==> src/rtl/count_connected_feeder.sv <==
// Graph feeder for the connected-count core: buffers upstream graphs and answers
// every core request with exactly one slot, a fixed DATA_IN_LATENCY cycles later.
module count_connected_feeder #(
   parameter int unsigned EXTRA_DATA_WIDTH = 10,
   parameter int unsigned DATA_IN_LATENCY  = 4,
   parameter int unsigned FIFO_DEPTH       = 16
) (
   input  logic                          clk,
   input  logic                          rst,
   input  logic                          feedEnable,
   input  logic                          inValid,
   output logic                          inReady,
   input  logic [127:0]                  inGraph,
   input  logic [EXTRA_DATA_WIDTH-1:0]   inExtraData,
   input  logic                          request,
   output logic [127:0]                  graphIn,
   output logic                          graphInValid,
   output logic [EXTRA_DATA_WIDTH-1:0]   extraDataIn,
   output logic [$clog2(FIFO_DEPTH):0]   fillLevel,
   output logic [31:0]                   servedCount,
   output logic [31:0]                   bubbleCount
);
   localparam int unsigned AW = $clog2(FIFO_DEPTH);
   localparam int unsigned DW = 128 + EXTRA_DATA_WIDTH;
   localparam int unsigned L  = DATA_IN_LATENCY;
   localparam logic [AW:0] FULL_LVL = (AW+1)'(FIFO_DEPTH);

   logic [DW-1:0] r_mem [FIFO_DEPTH];
   logic [AW-1:0] r_wr_ptr;
   logic [AW-1:0] r_rd_ptr;
   logic [AW:0]   r_fill;
   logic          r_alive;
   logic [31:0]   r_served;
   logic [31:0]   r_bubble;

   logic [DW-1:0] r_st_data   [L];
   logic          r_st_valid  [L];
   logic          r_st_bubble [L];

   logic          w_push;
   logic          w_pop;
   logic [DW-1:0] w_head;
   logic          w_last_valid;
   logic          w_last_bubble;

   // inReady stays low until the first edge after reset release
   always_comb begin
      inReady = r_alive & (r_fill != FULL_LVL);
      w_push  = inValid & inReady;
      w_pop   = request & feedEnable & (r_fill != '0);
      w_head  = r_mem[r_rd_ptr];
   end

   always_ff @(posedge clk) begin
      if (w_push) r_mem[r_wr_ptr] <= {inGraph, inExtraData};
   end

   always_ff @(posedge clk or negedge rst) begin
      if (!rst) begin
         r_wr_ptr <= '0;
         r_rd_ptr <= '0;
         r_fill   <= '0;
         r_alive  <= 1'b0;
      end else begin
         r_alive <= 1'b1;
         if (w_push) r_wr_ptr <= r_wr_ptr + 1'b1;
         if (w_pop)  r_rd_ptr <= r_rd_ptr + 1'b1;
         case ({w_push, w_pop})
            2'b10:   r_fill <= r_fill + 1'b1;
            2'b01:   r_fill <= r_fill - 1'b1;
            default: r_fill <= r_fill;
         endcase
      end
   end

   // Data is zeroed on entry for non-valid slots, so outputs need no masking
   always_ff @(posedge clk or negedge rst) begin
      if (!rst) begin
         for (int unsigned i = 0; i < L; i++) begin
            r_st_data[i]   <= '0;
            r_st_valid[i]  <= 1'b0;
            r_st_bubble[i] <= 1'b0;
         end
      end else begin
         r_st_data[0]   <= w_pop ? w_head : '0;
         r_st_valid[0]  <= w_pop;
         r_st_bubble[0] <= request & ~w_pop;
         for (int unsigned i = 1; i < L; i++) begin
            r_st_data[i]   <= r_st_data[i-1];
            r_st_valid[i]  <= r_st_valid[i-1];
            r_st_bubble[i] <= r_st_bubble[i-1];
         end
      end
   end

   // Counters track the slot entering the last stage so they move with the outputs
   generate
      if (L == 1) begin : g_short
         always_comb begin
            w_last_valid  = w_pop;
            w_last_bubble = request & ~w_pop;
         end
      end else begin : g_long
         always_comb begin
            w_last_valid  = r_st_valid[L-2];
            w_last_bubble = r_st_bubble[L-2];
         end
      end
   endgenerate

   always_ff @(posedge clk or negedge rst) begin
      if (!rst) begin
         r_served <= '0;
         r_bubble <= '0;
      end else begin
         if (w_last_valid) r_served <= r_served + 32'd1;
         if (w_last_bubble && (r_bubble != '1)) r_bubble <= r_bubble + 32'd1;
      end
   end

   always_comb begin
      graphIn      = r_st_data[L-1][DW-1:EXTRA_DATA_WIDTH];
      extraDataIn  = r_st_data[L-1][EXTRA_DATA_WIDTH-1:0];
      graphInValid = r_st_valid[L-1];
      fillLevel    = r_fill;
      servedCount  = r_served;
      bubbleCount  = r_bubble;
   end

endmodule

==> config.mk <==
export PLATFORM = sky130hd
export DESIGN_NAME = count_connected_feeder
export DESIGN_NICKNAME = d
export VERILOG_FILES = /design/src/rtl/count_connected_feeder.sv
export SDC_FILE = /design/constraint.sdc
export NUM_CORES = 2
export LEC_CHECK = 0
export ABC_AREA = 1
export BUFFER_PORTS_ARGS = -buffer_cell sky130_fd_sc_hd__buf_2
export CAP_MARGIN = 20
export CORE_MARGIN = 2
export CORE_UTILIZATION = 40
export CTS_CLUSTER_DIAMETER = 150
export DETAILED_ROUTE_END_ITERATION = 6
export PLACE_DENSITY = 0.59
export SYNTH_ARGS = -nofsm -noshare
export SYNTH_HDL_FRONTEND = slang
export SYNTH_SLANG_ARGS = --single-unit
==> constraint.sdc <==
create_clock -name clk -period 9 [get_ports clk]
set_clock_uncertainty 0.15 [all_clocks]
set_input_delay 0.9 -clock clk [delete_from_list [all_inputs] [get_ports clk]]
set_output_delay 0.9 -clock clk [all_outputs]
set_load 0.05 [all_outputs]
* After elaboration in Yosys (flattened, before gate mapping)
Memory sizes are Yosys's and may differ from the RTL's. Index checks and enable logic that the tools add are counted.
Operators by class: mux-type cells 4, eq/ne operators 4, add/sub/neg operators 6, bitwise operators 6, reductions and logical operators 3
Operators by type and width (number):
- $mux W138 | 1
- $add A32 B1 Y32 const B | 2
- $ne A32 B32 Y1 const B | 1
- $pmux W5 S2 | 1
- $add A4 B1 Y4 const B | 2
- $add A5 B1 Y5 const B | 1
- $and A1 B1 Y1 | 5
- $ne A5 B5 Y1 const B | 1
- $reduce_bool A5 Y1 | 1
- $sub A5 B1 Y5 const B | 1
- $eq A2 B1 Y1 const B | 1
- $eq A2 B2 Y1 const B | 1
- $mux W1 | 2
- $reduce_bool A2 Y1 | 1
- $logic_and A1 B1 Y1 | 1
- $not A1 Y1 | 1
Word-level totals: memories kept 1, register bits after elaboration 637, RAM bits 2208
Memories:
- r_mem | words 16, bits a word 138, rd ports 1, clocked after Yosys merged registers in 0, write ports 1, line 28 | logic [DW-1:0] r_mem [FIFO_DEPTH];

* Logic depth before layout (Yosys ltp)
depth after elaboration 5, gate-level depth with buffers 13, gate-level depth less buffers 13

* Worst setup path before layout
OpenSTA, ideal clock, no wires.
path type flip-flop to flip-flop, start register r_fill[1] (netlist: fillLevel[1]), end memory r_mem[11][0] in the netlist's numbering, enable pin, cell stages (with the launch flop) 7, library setup time 0.637 ns, buffers on the path 0, slack 1.075 ns, data required time 8.213 ns, arrival time 7.138 ns, cell sequence dfrtp_1 inv_1 nand4_1 nand3_1 inv_1 nand2_1 nor2_1
On the way: longest elaborated chain between the ends 5
Ends and longest elaborated chain:
- start: declaration | line 31 | logic [AW:0] r_fill;
- start signal: assignment | line 69 | 2'b10: r_fill <= r_fill + 1'b1;
- start signal: assignment | line 70 | 2'b01: r_fill <= r_fill - 1'b1;
- start signal: assignment | line 71 | default: r_fill <= r_fill;
- $ne A5 B5 Y1 | line 48 | inReady = r_alive & (r_fill != FULL_LVL);
- $and A1 B1 Y1 | line 48
- $and A1 B1 Y1 | line 49 | w_push = inValid & inReady;
- $mux W1 | line 55 | if (w_push) r_mem[r_wr_ptr] <= {inGraph, inExtraData};
- $mux W1 (implied by the code) | line 55
- end: declaration | line 28
Every way passes these cells.

* Worst setup path after layout
start register r_rd_ptr[1], end register r_st_data[491] in the netlist's numbering
On the way: longest elaborated chain between the ends 2
Ends and longest elaborated chain:
- start: declaration | line 30 | logic [AW-1:0] r_rd_ptr;
- start signal: assignment | line 67 | if (w_pop) r_rd_ptr <= r_rd_ptr + 1'b1;
- $mem_v2 Z16 W138
- $mux W138 | line 85 | r_st_data[0] <= w_pop ? w_head : '0;
- end signal: indexed assignment | line 89 | r_st_data[i] <= r_st_data[i-1];
- end: declaration | line 36 | logic [DW-1:0] r_st_data [L];
Every way passes these cells. A chain may end at the register's enable or synchronous reset.

==> flow_summary.yaml <==
sta:
  timing.final.hold_violations: 0
  setup_viol_count_final: 0
  fin_ws_ps: 4560
  sum_of_negative_setup_slack_ps: 0
  final_min_period_over_clock_period_pct: 49.3
  rel_slew_slack_pct: 11.9
  hold_ws_ps: 151
  count_of_pins_over_their_slew_limit: 0
  layout_min_cycle_time_ps: 4440
  tightestPinTransition_ps: 1320
  rsz0062_at_grt: "false"
  achievable-frequency_ghz: 0.225
layout:
  syn_to_final_growth_pct: 13.2
  post_route_cells_drive_above_1_share_pct: 9.15
  final_core_util_pct: 45.4
  final_nets: 10100
  area.sequential_um2: 82300
  multiInputGateArea_um2: 22200
  n_fill_cell: 25100
clock_network:
  clock-sinks: 2845
  clock_tree.root_cell: "clkbuf_16"
  clock_tree.buffer_depth: 4
  cts_made_buffers: 304
  cts.repair_timing.setup_buffer_count: 0
  tritoncts: "done"
  worst_skew_pair_latency_ps: 910
  cts.reportedPaths.clkPinSlew_ps: 60
  cts.htree.levels: 5
  cts_hold_buf: 1
  cts-resized-gates: 0
synthesis:
  synth_enable_flop_cells: 2208
  synthDistinctLibCells: 28
  mappedNetlistArea_um2: 112000
  netlist_top_cells_area: "edfxtp_1 59%, dfrtp_1 14%, nand2_1 10%"
  seq_area_frac_synth_pct: 73.5
  ys.warnings.count: 0
  postSynthAreaPerCell_um2: 11.4
  mappedNetlistNets: 9991
  post-synth-top-area-fraction_pct: 59.3
  proportion_of_register_bits_with_asynchronous_set_or_reset_after_synthesis_pct: 22.4
  yosys.cell_count.top_type: "nand2_1"
  library_cell_occupying_the_most_area_in_the_post_synthesis_netlist: "edfxtp_1"
  synth_ff_type: "edfxtp_1"
  post_synth_most_frequent_cells: "3015 x nand2_1, 2208 x edfxtp_1, 1423 x nand3_1"
  netlist_instances: 9837
  synth.ff_latch_count: 2845
global_route:
  number_of_global_route_vias_before_repair: 69500
  grt.overflow.total: 0
  first_pass_grt_wire_length_um: 436000
  grt_start_max_net_pins: 208
  grtUsageTotal_pct: 20.1
  antenna_violations_before_repair: 74
setup_path:
  reg2regPathDepth: 8
  rr_startpoint: "r_rd_ptr[1]"
  crit_path_max_fanout: 157
  r2r_slack_ps: 4560
  worst-setup-path-type: "register to register"
  worst-endpoint-required_ps: 9560
  worstSetupEndpointType: "register"
  worst_setup_path_start_kind: "register"
  timing.rr.end: "r_st_data[491]"
  worst-endpoint-arrival_ps: 5000
route:
  vias: 70100
  dr.pass1.iters: 6
  total_wire_length_after_detailed_routing_um: 289000
  drt_drc_violations_left: 0
  final_antenna_net_count: 0
  wire_per_inst_um: 20.7
  drt_first_iter_violations: 6497
  detail_route.vias_per_cell: 5.02
die:
  placement_rows: 194
  num_io_pins: 352
  die_height_um: 533
  initial_core_util_pct: 40.1
  chipWidth_um: 533
  core_area_um2: 279000
  die_area_um2: 284000
placement:
  routabilityCongestion: 0.832
  buffer_ports.inserted: 351
  dp_worst_setup_slack_ps: 4620
  dp_hpwl_um: 141000
min_path:
  worst_hold_end: "r_st_data[224]"
  min_path_cells: 0
  min_from: "r_st_data[362]"
  worstHoldPathType: "register to register"
pwr:
  post-layout-total-power_mw: 38.9
  p_leak_nw: 53.2
  vdd_ir_drop_max_mv: 0.245
  cellPowerDensity_nw_per_um2: 307
flow_run:
  cap_viol_max_count: 0
status:
  outcome: "finished, final reports clean"
==> layer usage <==
layer  wire, um  track usage [%]  vias up
met4       8440             6.32       32
met5        204                0        -
met1     125000             27.7    34700
met3      20000             3.22      560
met2     135000             32.5     2415
li1           -                -    32400
==> flip-flops by register name, indices dropped and copies added (netlist names) <==
register       flops
r_wr_ptr           4
fillLevel          5
r_st_bubble        2
extraDataIn       10
graphInValid       1
servedCount       32
r_mem           2208
r_st_valid         2
r_rd_ptr           4
bubbleCount       32
r_alive            1
w_last_valid       1
graphIn          128
r_st_data        414
w_last_bubble      1
==> layout by cell type, fill, tap and decap left out, types with 15 or more instances in the layout <==
cell type	instances
inv_1	1165
dfrtp_1	633
buf_2	350
xnor2_1	18
a21oi_1	141
clkbuf_8	35
o21ai_0	147
nand2_1	3014
clkinv_2	47
buf_12	22
bufinv_16	15
diode_2	22
nor2_1	369
nand4_1	15
nor2_4	16
clkbuf_16	319
clkbuf_1	80
edfxtp_1	2208
clkinv_1	18
nand3_1	1423
xor2_1	24
buf_4	67
==> worst max-delay path, stage by stage (launching register included) <==
cell and delay (ps):
dfrtp_4 970, buf_4 880, buf_12 720, buf_4 830, nor2_1 100, o21ai_0 120
nand3_1 100, nand3_1 120, a21oi_1 90
==> where the power goes <==
part           switching (mW)  total (mW)  internal, mW
registers               0.694        16.2          15.5
clock network            5.28        12.6          7.32
logic                    7.55        10.2          2.61
total                    13.5        38.9          25.4
==> through the flow <==
| stage | cells | area [um^2] |
|---|---|---|
| 2_1_floorplan | 9837 | 112000 |
| 3_3_place_gp | 13400 | 116000 |
| 3_5_place_dp | 13400 | 116000 |
| 4_1_cts | 13900 | 126000 |
| 5_1_grt | 14000 | 127000 |
| 6_report | 14000 | 127000 |
==> cells by family after synthesis <==
logic type	synth area share, %
flip-flops	73.5
other	0.00335
AO/OA/AOI/OAI	1.30
adder cells (fa/ha/maj)	0.123
AND/OR/NAND/NOR	18.0
XOR/XNOR	0.329
buffers and inverters	6.75
==> area by class of cell <==
class	count	share of cell area [%]
Sequential cell	2845	65.0
Multi-Input combinational cell	5204	17.5
Clock buffer	436	6.93
Tap cell	3724	3.68
Inverter	1171	3.50
Timing Repair Buffer	443	2.19
Clock inverter	125	1.13
Antenna cell	22	0.0435
==> worst max-delay path by stage <==
stage,from,endpoint,slack (ps),cells past startpoint
after floorplan,fillLevel[1],r_mem[11][0],1070,6
after detailed placement,r_rd_ptr[1],r_st_data[500],4620,8
after CTS,r_rd_ptr[1],r_st_data[491],4590,8
final,r_rd_ptr[1],r_st_data[491],4560,8
after global routing,r_rd_ptr[1],r_st_data[491],4360,8
after global placement,r_rd_ptr[1],r_st_data[491],4630,8
No activity file was read; power rests on OpenSTA's default activity.
